==> config.mk <==
export PLATFORM = sky130hd
export DESIGN_NAME = data_bus_buffer
export DESIGN_NICKNAME = d
export VERILOG_FILES = /design/src/rtl/dk4004_pkg.sv /design/src/rtl/nibble_latch.sv /design/src/rtl/data_bus_buffer.sv
export SDC_FILE = /design/constraint.sdc
export NUM_CORES = 1
export LEC_CHECK = 0
export ABC_AREA = 0
export CAP_MARGIN = 10
export CORE_AREA = 2 2 39 41
export CTS_CLUSTER_DIAMETER = 200
export DETAILED_ROUTE_END_ITERATION = 8
export DIE_AREA = 0 0 41 43
export GPL_TIMING_DRIVEN = 0
export PLACE_DENSITY = 0.65
export REMOVE_ABC_BUFFERS = 1
export SYNTH_ARGS = -nofsm -noshare
export SYNTH_HDL_FRONTEND = slang
export SYNTH_HIERARCHICAL = 1
export SYNTH_SLANG_ARGS = --single-unit
==> constraint.sdc <==
create_clock -name clk_2 -period 0.9 [get_ports clk_2]
set_input_delay 0.225 -clock clk_2 [delete_from_list [all_inputs] [get_ports clk_2]]
set_output_delay 0.225 -clock clk_2 [all_outputs]
set_load 0.005 [all_outputs]
==> src/rtl/dk4004_pkg.sv <==
// Shared definitions for the 4004 core: nibble type and data bus buffer path codes.
package dk4004_pkg;

    localparam int NIBBLE_W = 4;

    typedef logic [NIBBLE_W-1:0] nibble_t;

    // Direction codes for the data bus buffer.
    localparam logic [1:0] DBB_HOLD = 2'b00;
    localparam logic [1:0] DBB_IN   = 2'b01;
    localparam logic [1:0] DBB_OUT  = 2'b10;
    localparam logic [1:0] DBB_LOOP = 2'b11;

endpackage

==> src/rtl/nibble_latch.sv <==
// Nibble-wide register with asynchronous active-low clear and a load enable.
module nibble_latch
    import dk4004_pkg::*;
#(
    parameter int WIDTH = NIBBLE_W
) (
    input  logic             clk_i,
    input  logic             rst_ni,
    input  logic             load_i,
    input  logic [WIDTH-1:0] d_i,
    output logic [WIDTH-1:0] q_o
);

    logic [WIDTH-1:0] data_q;
    logic [WIDTH-1:0] data_d;

    // Next value: take the new data only when loading, otherwise keep.
    always_comb begin
        data_d = data_q;
        if (load_i) begin
            data_d = d_i;
        end
    end

    // State register, cleared immediately when reset is asserted.
    always_ff @(posedge clk_i or negedge rst_ni) begin
        if (!rst_ni) begin
            data_q <= '0;
        end else begin
            data_q <= data_d;
        end
    end

    assign q_o = data_q;

endmodule

==> src/rtl/data_bus_buffer.sv <==
// 4004 data bus buffer: latches pin data inward or internal data outward on
// the rising edge of clk_2, selected by a direction code and a global enable.
// Optional macro DATA_BUS_BUFFER_TRISTATE_EN releases outputs to high-Z when
// they are not being driven (for shared-bus integration).
module data_bus_buffer
    import dk4004_pkg::*;
#(
    parameter int WIDTH = NIBBLE_W
) (
    input  logic             clk_2,
    input  logic             reset_n,
    input  logic [WIDTH-1:0] D0_D3,
    input  logic             data_bus_buffer_enable,
    input  logic [1:0]       data_bus_buffer_path,
    input  logic [WIDTH-1:0] internal_bus_in,
    output logic [WIDTH-1:0] data_bus,
    output logic [WIDTH-1:0] D0_D3_out,
    output logic             D0_D3_oe
);

    logic             in_load;
    logic             out_load;
    logic             pin_oe;
    logic [WIDTH-1:0] in_data;
    logic [WIDTH-1:0] in_latch_q;
    logic [WIDTH-1:0] out_latch_q;

    // Decode enable and path into latch loads and pin drive. Any path value
    // that is not a known IN/OUT/LOOP code (including X/Z) falls to HOLD.
    always_comb begin
        in_load  = 1'b0;
        out_load = 1'b0;
        pin_oe   = 1'b0;
        in_data  = D0_D3;
        if (data_bus_buffer_enable) begin
            case (data_bus_buffer_path)
                DBB_IN: begin
                    in_load = 1'b1;
                end
                DBB_OUT: begin
                    out_load = 1'b1;
                    pin_oe   = 1'b1;
                end
                DBB_LOOP: begin
                    in_load  = 1'b1;
                    out_load = 1'b1;
                    in_data  = internal_bus_in;
                end
                default: begin
                end
            endcase
        end
    end

    nibble_latch #(.WIDTH(WIDTH)) u_in_latch (
        .clk_i  (clk_2),
        .rst_ni (reset_n),
        .load_i (in_load),
        .d_i    (in_data),
        .q_o    (in_latch_q)
    );

    nibble_latch #(.WIDTH(WIDTH)) u_out_latch (
        .clk_i  (clk_2),
        .rst_ni (reset_n),
        .load_i (out_load),
        .d_i    (internal_bus_in),
        .q_o    (out_latch_q)
    );

    assign D0_D3_oe = pin_oe;

`ifdef DATA_BUS_BUFFER_TRISTATE_EN
    // Internal bus is driven only while the inbound latch is the active source.
    logic bus_drive;
    assign bus_drive = data_bus_buffer_enable &&
                       ((data_bus_buffer_path == DBB_IN) || (data_bus_buffer_path == DBB_LOOP));
    assign data_bus  = bus_drive ? in_latch_q : {WIDTH{1'bz}};
    assign D0_D3_out = pin_oe ? out_latch_q : {WIDTH{1'bz}};
`else
    assign data_bus  = in_latch_q;
    assign D0_D3_out = out_latch_q;
`endif

endmodule

## Word-level counts from Yosys, hierarchy flattened

Index checks and enable logic that the tools add are counted.

- Output and inout bits: 9
- Logic and storage cells: 15
- Flip-flop bits (word level): 8
- Input bits: 13

- Muxes and demuxes: 8
- Equal/unequal tests: 3
- Reduce and logical (&&, ||, !) cells: 2

Operators by type and width:

| kind | number |
|---|---|
| two-way mux 4 bit | 2 |
| two-way mux 1 bit | 6 |
| equality test 2 bit, second input constant | 2 |
| OR reduction 2 bit | 2 |
| equality test 2 x 1 -> 1 bit, second input constant | 1 |

## Longest topological paths before layout

- Depth after elaboration: 4
- Mapped depth: 3
- Gate-level depth less buffers: 3

## Hierarchy

Netlist, hierarchy kept.

By module, submodules not included:

| module | cells each | instances | area an instance (µm²) | seq. area each (µm²) |
|---|---|---|---|---|
| nibble_latch | 8 | 2 | 145.1 | 100.1 |
| data_bus_buffer | 8 | 1 | 77.6 | 0.0 |

## Worst setup path before layout

No wires, ideal clock.

- Path type: in2reg
- From: input data_bus_buffer_path[0]
- To: register u_in_latch.data_q[0] (netlist: u_in_latch/q_o[0])
- Path buffers: 0
- Data arrival time: 0.882 ns
- Setup time: 0.125 ns
- Data required time: 0.775 ns
- Path slack: -0.107 ns
- Cell stages on the path: 3
- Cell sequence: nand3_2 -> mux2_1 -> mux2_2

- Elaborated cells between the ends (all ways): 7
- Classes of those cells: eq/ne (2); mux (4); reduce/logical (1)

RTL lines:

| what | line | source |
|---|---|---|
| from (decl) | data_bus_buffer.sv:14 | `input logic [1:0] data_bus_buffer_path,` |
| equality test 2 bit | data_bus_buffer.sv:36 | `case (data_bus_buffer_path)` |
| two-way mux 4 bit | data_bus_buffer.sv:36 |  |
| two-way mux 4 bit | data_bus_buffer.sv:35 | `if (data_bus_buffer_enable) begin` |
| net in_data[0] | data_bus_buffer.sv:24 | `logic [WIDTH-1:0] in_data;` |
| to (signal assigned) | nibble_latch.sv:30 | `data_q <= data_d;` |
| to (decl) | nibble_latch.sv:14 | `logic [WIDTH-1:0] data_q;` |

The timed path passes the listed nets, and every way through them passes these cells.
A chain may end at the register's enable or synchronous reset.

## Worst setup path in the final report

- From: input data_bus_buffer_path[1]
- To: output D0_D3_oe

- Cells in the longest elaborated chain, start to end: 3

RTL lines:

| what | line | source |
|---|---|---|
| equality test 2 bit | data_bus_buffer.sv:36 |  |
| two-way mux 1 bit | data_bus_buffer.sv:36 |  |
| two-way mux 1 bit | data_bus_buffer.sv:35 |  |
| to (decl) | data_bus_buffer.sv:18 | `output logic D0_D3_oe` |

No other way between the ends.

==> flow_metrics.py <==
metrics = {
    "timing": {
        "clock.fmax_mhz": 1010,
        "period_needed_ns": 0.991,
        "period_share": 1.10,
        "worstMarginPinSlew_ns": 0.362,
        "final-max-slew-violation-count": 0,
        "worst_slack_ns": -0.0910,
        "hold_violations": 0,
        "setup_viol": 9,
        "hold_ws_ns": 0.256,
        "rsz0062_at_grt": "true",
        "fin_worst_skew_ns": 0,
        "slew-limit-headroom": 0.758,
    },
    "finish": {
        "drive_gt1_frac": 0.673,
        "regArea_um2": 200,
        "fill_cells": 125,
        "fin_nets": 67,
        "final_cells": 68,
        "fin_area_um2": 653,
        "antenna_cells": 0,
        "syn_to_final_growth_pct": 77.6,
        "multi_input_area_um2": 208,
    },
    "placed_design": {
        "dp_hpwl_um": 607,
        "pre_cts_slack_ns": -0.950,
        "place_area_um2": 598,
        "port_buffers": 21,
        "place_congestion": 0.626,
        "place_inst": 61,
    },
    "critical_path": {
        "reg2reg_slack_ns": 0.02,
        "r2r-start": "u_in_latch/q_o[0]",
        "worst_ep_arrival_time_ns": 0.77,
        "worstSetupStartpoint": "data_bus_buffer_path[1]",
        "ff2ff_path_depth": 2,
        "cp-end-kind": "output port",
        "critPathRequiredTime_ns": 0.67,
        "r2r_end": "u_in_latch/q_o[0]",
        "crit_type": "primary input to output port",
        "path_max_fanout": 2,
        "crit_path_start_kind": "primary input",
    },
    "detailed_routing": {
        "met1Wirelength_um": 371,
        "vias": 292,
        "wl_per_cell_um": 12.3,
        "drt_pre_antenna_iters": 2,
        "avgViaCountPerCell": 4.29,
        "antenna_left": 0,
        "met2_length_um": 416,
        "route.met3.wl_um": 50,
        "routed.top_layer": "met3",
        "wl_um": 838,
        "drc_errors": 0,
        "drt_iter0_markers": 2,
    },
    "clocking": {
        "hold_buffers": 0,
        "clk_path_buf_depth": 2,
        "cts-root-buf": "clkbuf_4",
        "htreeDepth": 1,
        "cts_sinks": 8,
        "clk_pin_slew_ns": 0.05,
        "cts_tree": "built",
        "clock_latency_ns": 0.24,
        "cts_inserted_buffers": 3,
    },
    "run_status": {
        "violations": "setup timing",
        "outcome": "finished, violations left",
    },
    "yosys": {
        "ys_ff_latch": 8,
        "netlist_area_um2": 368,
        "netlist_instances": 24,
        "synth_cell_type_count": 7,
        "ys_top_cells_by_count": "8 x dfrtp_1, 8 x mux2_2, 4 x mux2_1",
        "synth_top_area_share": 0.544,
        "yosysWarnings": 6,
        "avgSynthCellArea_um2": 15.3,
        "yosysSeqAreaShare": 0.544,
        "synth_ff_type": "dfrtp_1",
        "async_reset_ff_frac": 1.00,
        "synth_edf_count": 0,
        "synthTopCellsByArea": "dfrtp_1 54%, mux2_2 24%, mux2_1 12%",
        "synth_largest_area_cell": "dfrtp_1",
    },
    "floorplan": {
        "rows": 14,
        "core_region_area_mm2": 0.00138,
        "die_x_um": 41,
        "start_util": 0.266,
        "dieArea_mm2": 0.00176,
        "num_io_pins": 22,
        "fp.dieH_um": 43,
    },
    "global_route": {
        "grt_max_degree": 9,
        "grtUsageTotal": 0.117,
        "antenna_found_initial": 0,
        "grt_pass1_wl_um": 1320,
        "first_global_vias": 276,
        "grt_overflow": 0,
    },
    "power_and_ir_drop": {
        "p_total_mw": 0.984,
        "leakage_nw": 0.331,
        "powerDensity_mw_per_mm2": 1510,
        "ir_drop_mv": 0.623,
    },
    "min_path": {
        "hold_path.class": "primary input to asynchronous set/reset pin",
    },
    "job": {
        "max_cap_violations": 0,
    },
}
-- cells in the final DEF (no fill, tap or decap) --
cell type,n
and2_2,1
and2_4,1
and2b_2,1
buf_2,8
buf_4,4
buf_6,2
buf_8,2
clkbuf_4,3
clkdlybuf4s50_1,1
dfrtp_1,8
dlygate4sd2_1,8
mux2_2,4
mux2_4,8
nand3_4,1
-- worst max-delay path, cell delays in order --
cell and delay [ns]:
buf_8 0.10, and2_4 0.15, and2b_2 0.19, buf_6 0.11
-- worst max path at each step --
stage                                   end  slack, ns  depth (start not counted)
after floorplan           u_in_latch/q_o[0]      -0.11                          3
after global placement             D0_D3_oe      -0.96                          4
after detailed placement           D0_D3_oe      -0.95                          4
after CTS                          D0_D3_oe      -0.09                          4
after global routing           D0_D3_out[1]      -0.13                          1
final                              D0_D3_oe      -0.09                          4
-- through the flow --
| stage | setup TNS (ns) | utilization |
|---|---|---|
| 2_1_floorplan | -0.427 | - |
| 3_3_place_gp | -7.19 | 0.432 |
| 3_5_place_dp | -7.15 | 0.432 |
| 4_1_cts | -0.691 | 0.444 |
| 5_1_grt | -0.969 | 0.472 |
| 6_report | -0.607 | 0.472 |
-- routing by layer --
metal  vias to the layer above  global-route usage
li1                        145                   -
met1                       140               0.167
met2                         7               0.144
met3                         0              0.0366
met4                         0              0.0800
met5                         -                   0
-- logic make-up (layout without fill, tap and decap cells) --
kind of cell  after synthesis  in the layout  synth area share
buf+inv                     0             28                 0
flops                       8              8             0.544
mux                        12             12             0.367
simple gates                4              4            0.0885
-- power by group --
part | switching, mW | internal [mW] | leakage (nW)
Combinational | 0.0886 | 0.190 | 0.223
Clock | 0.111 | 0.152 | 0.0138
Sequential | 0.0258 | 0.417 | 0.0939
Total | 0.226 | 0.759 | 0.331
-- sequential cells by signal (all words and copies together), names as in the netlist --
signal and flops:
u_in_latch/q_o 4, u_out_latch/q_o 4
-- layout make-up --
class / instances / share of cell area
clock buffers: 3 / 0.0345
repair buffers: 25 / 0.310
flip-flops and latches: 8 / 0.307
multi-input cells: 16 / 0.318
well taps: 16 / 0.0307
-- timing repair --
item,4_1_cts,5_1_grt
endpoints found under the setup margin,17,10
pin swaps,2,2
endpoints found under the hold margin,0,0
buffers inserted,1,3
gates resized for setup,70,4
No activity file was read; power rests on OpenSTA's default activity.
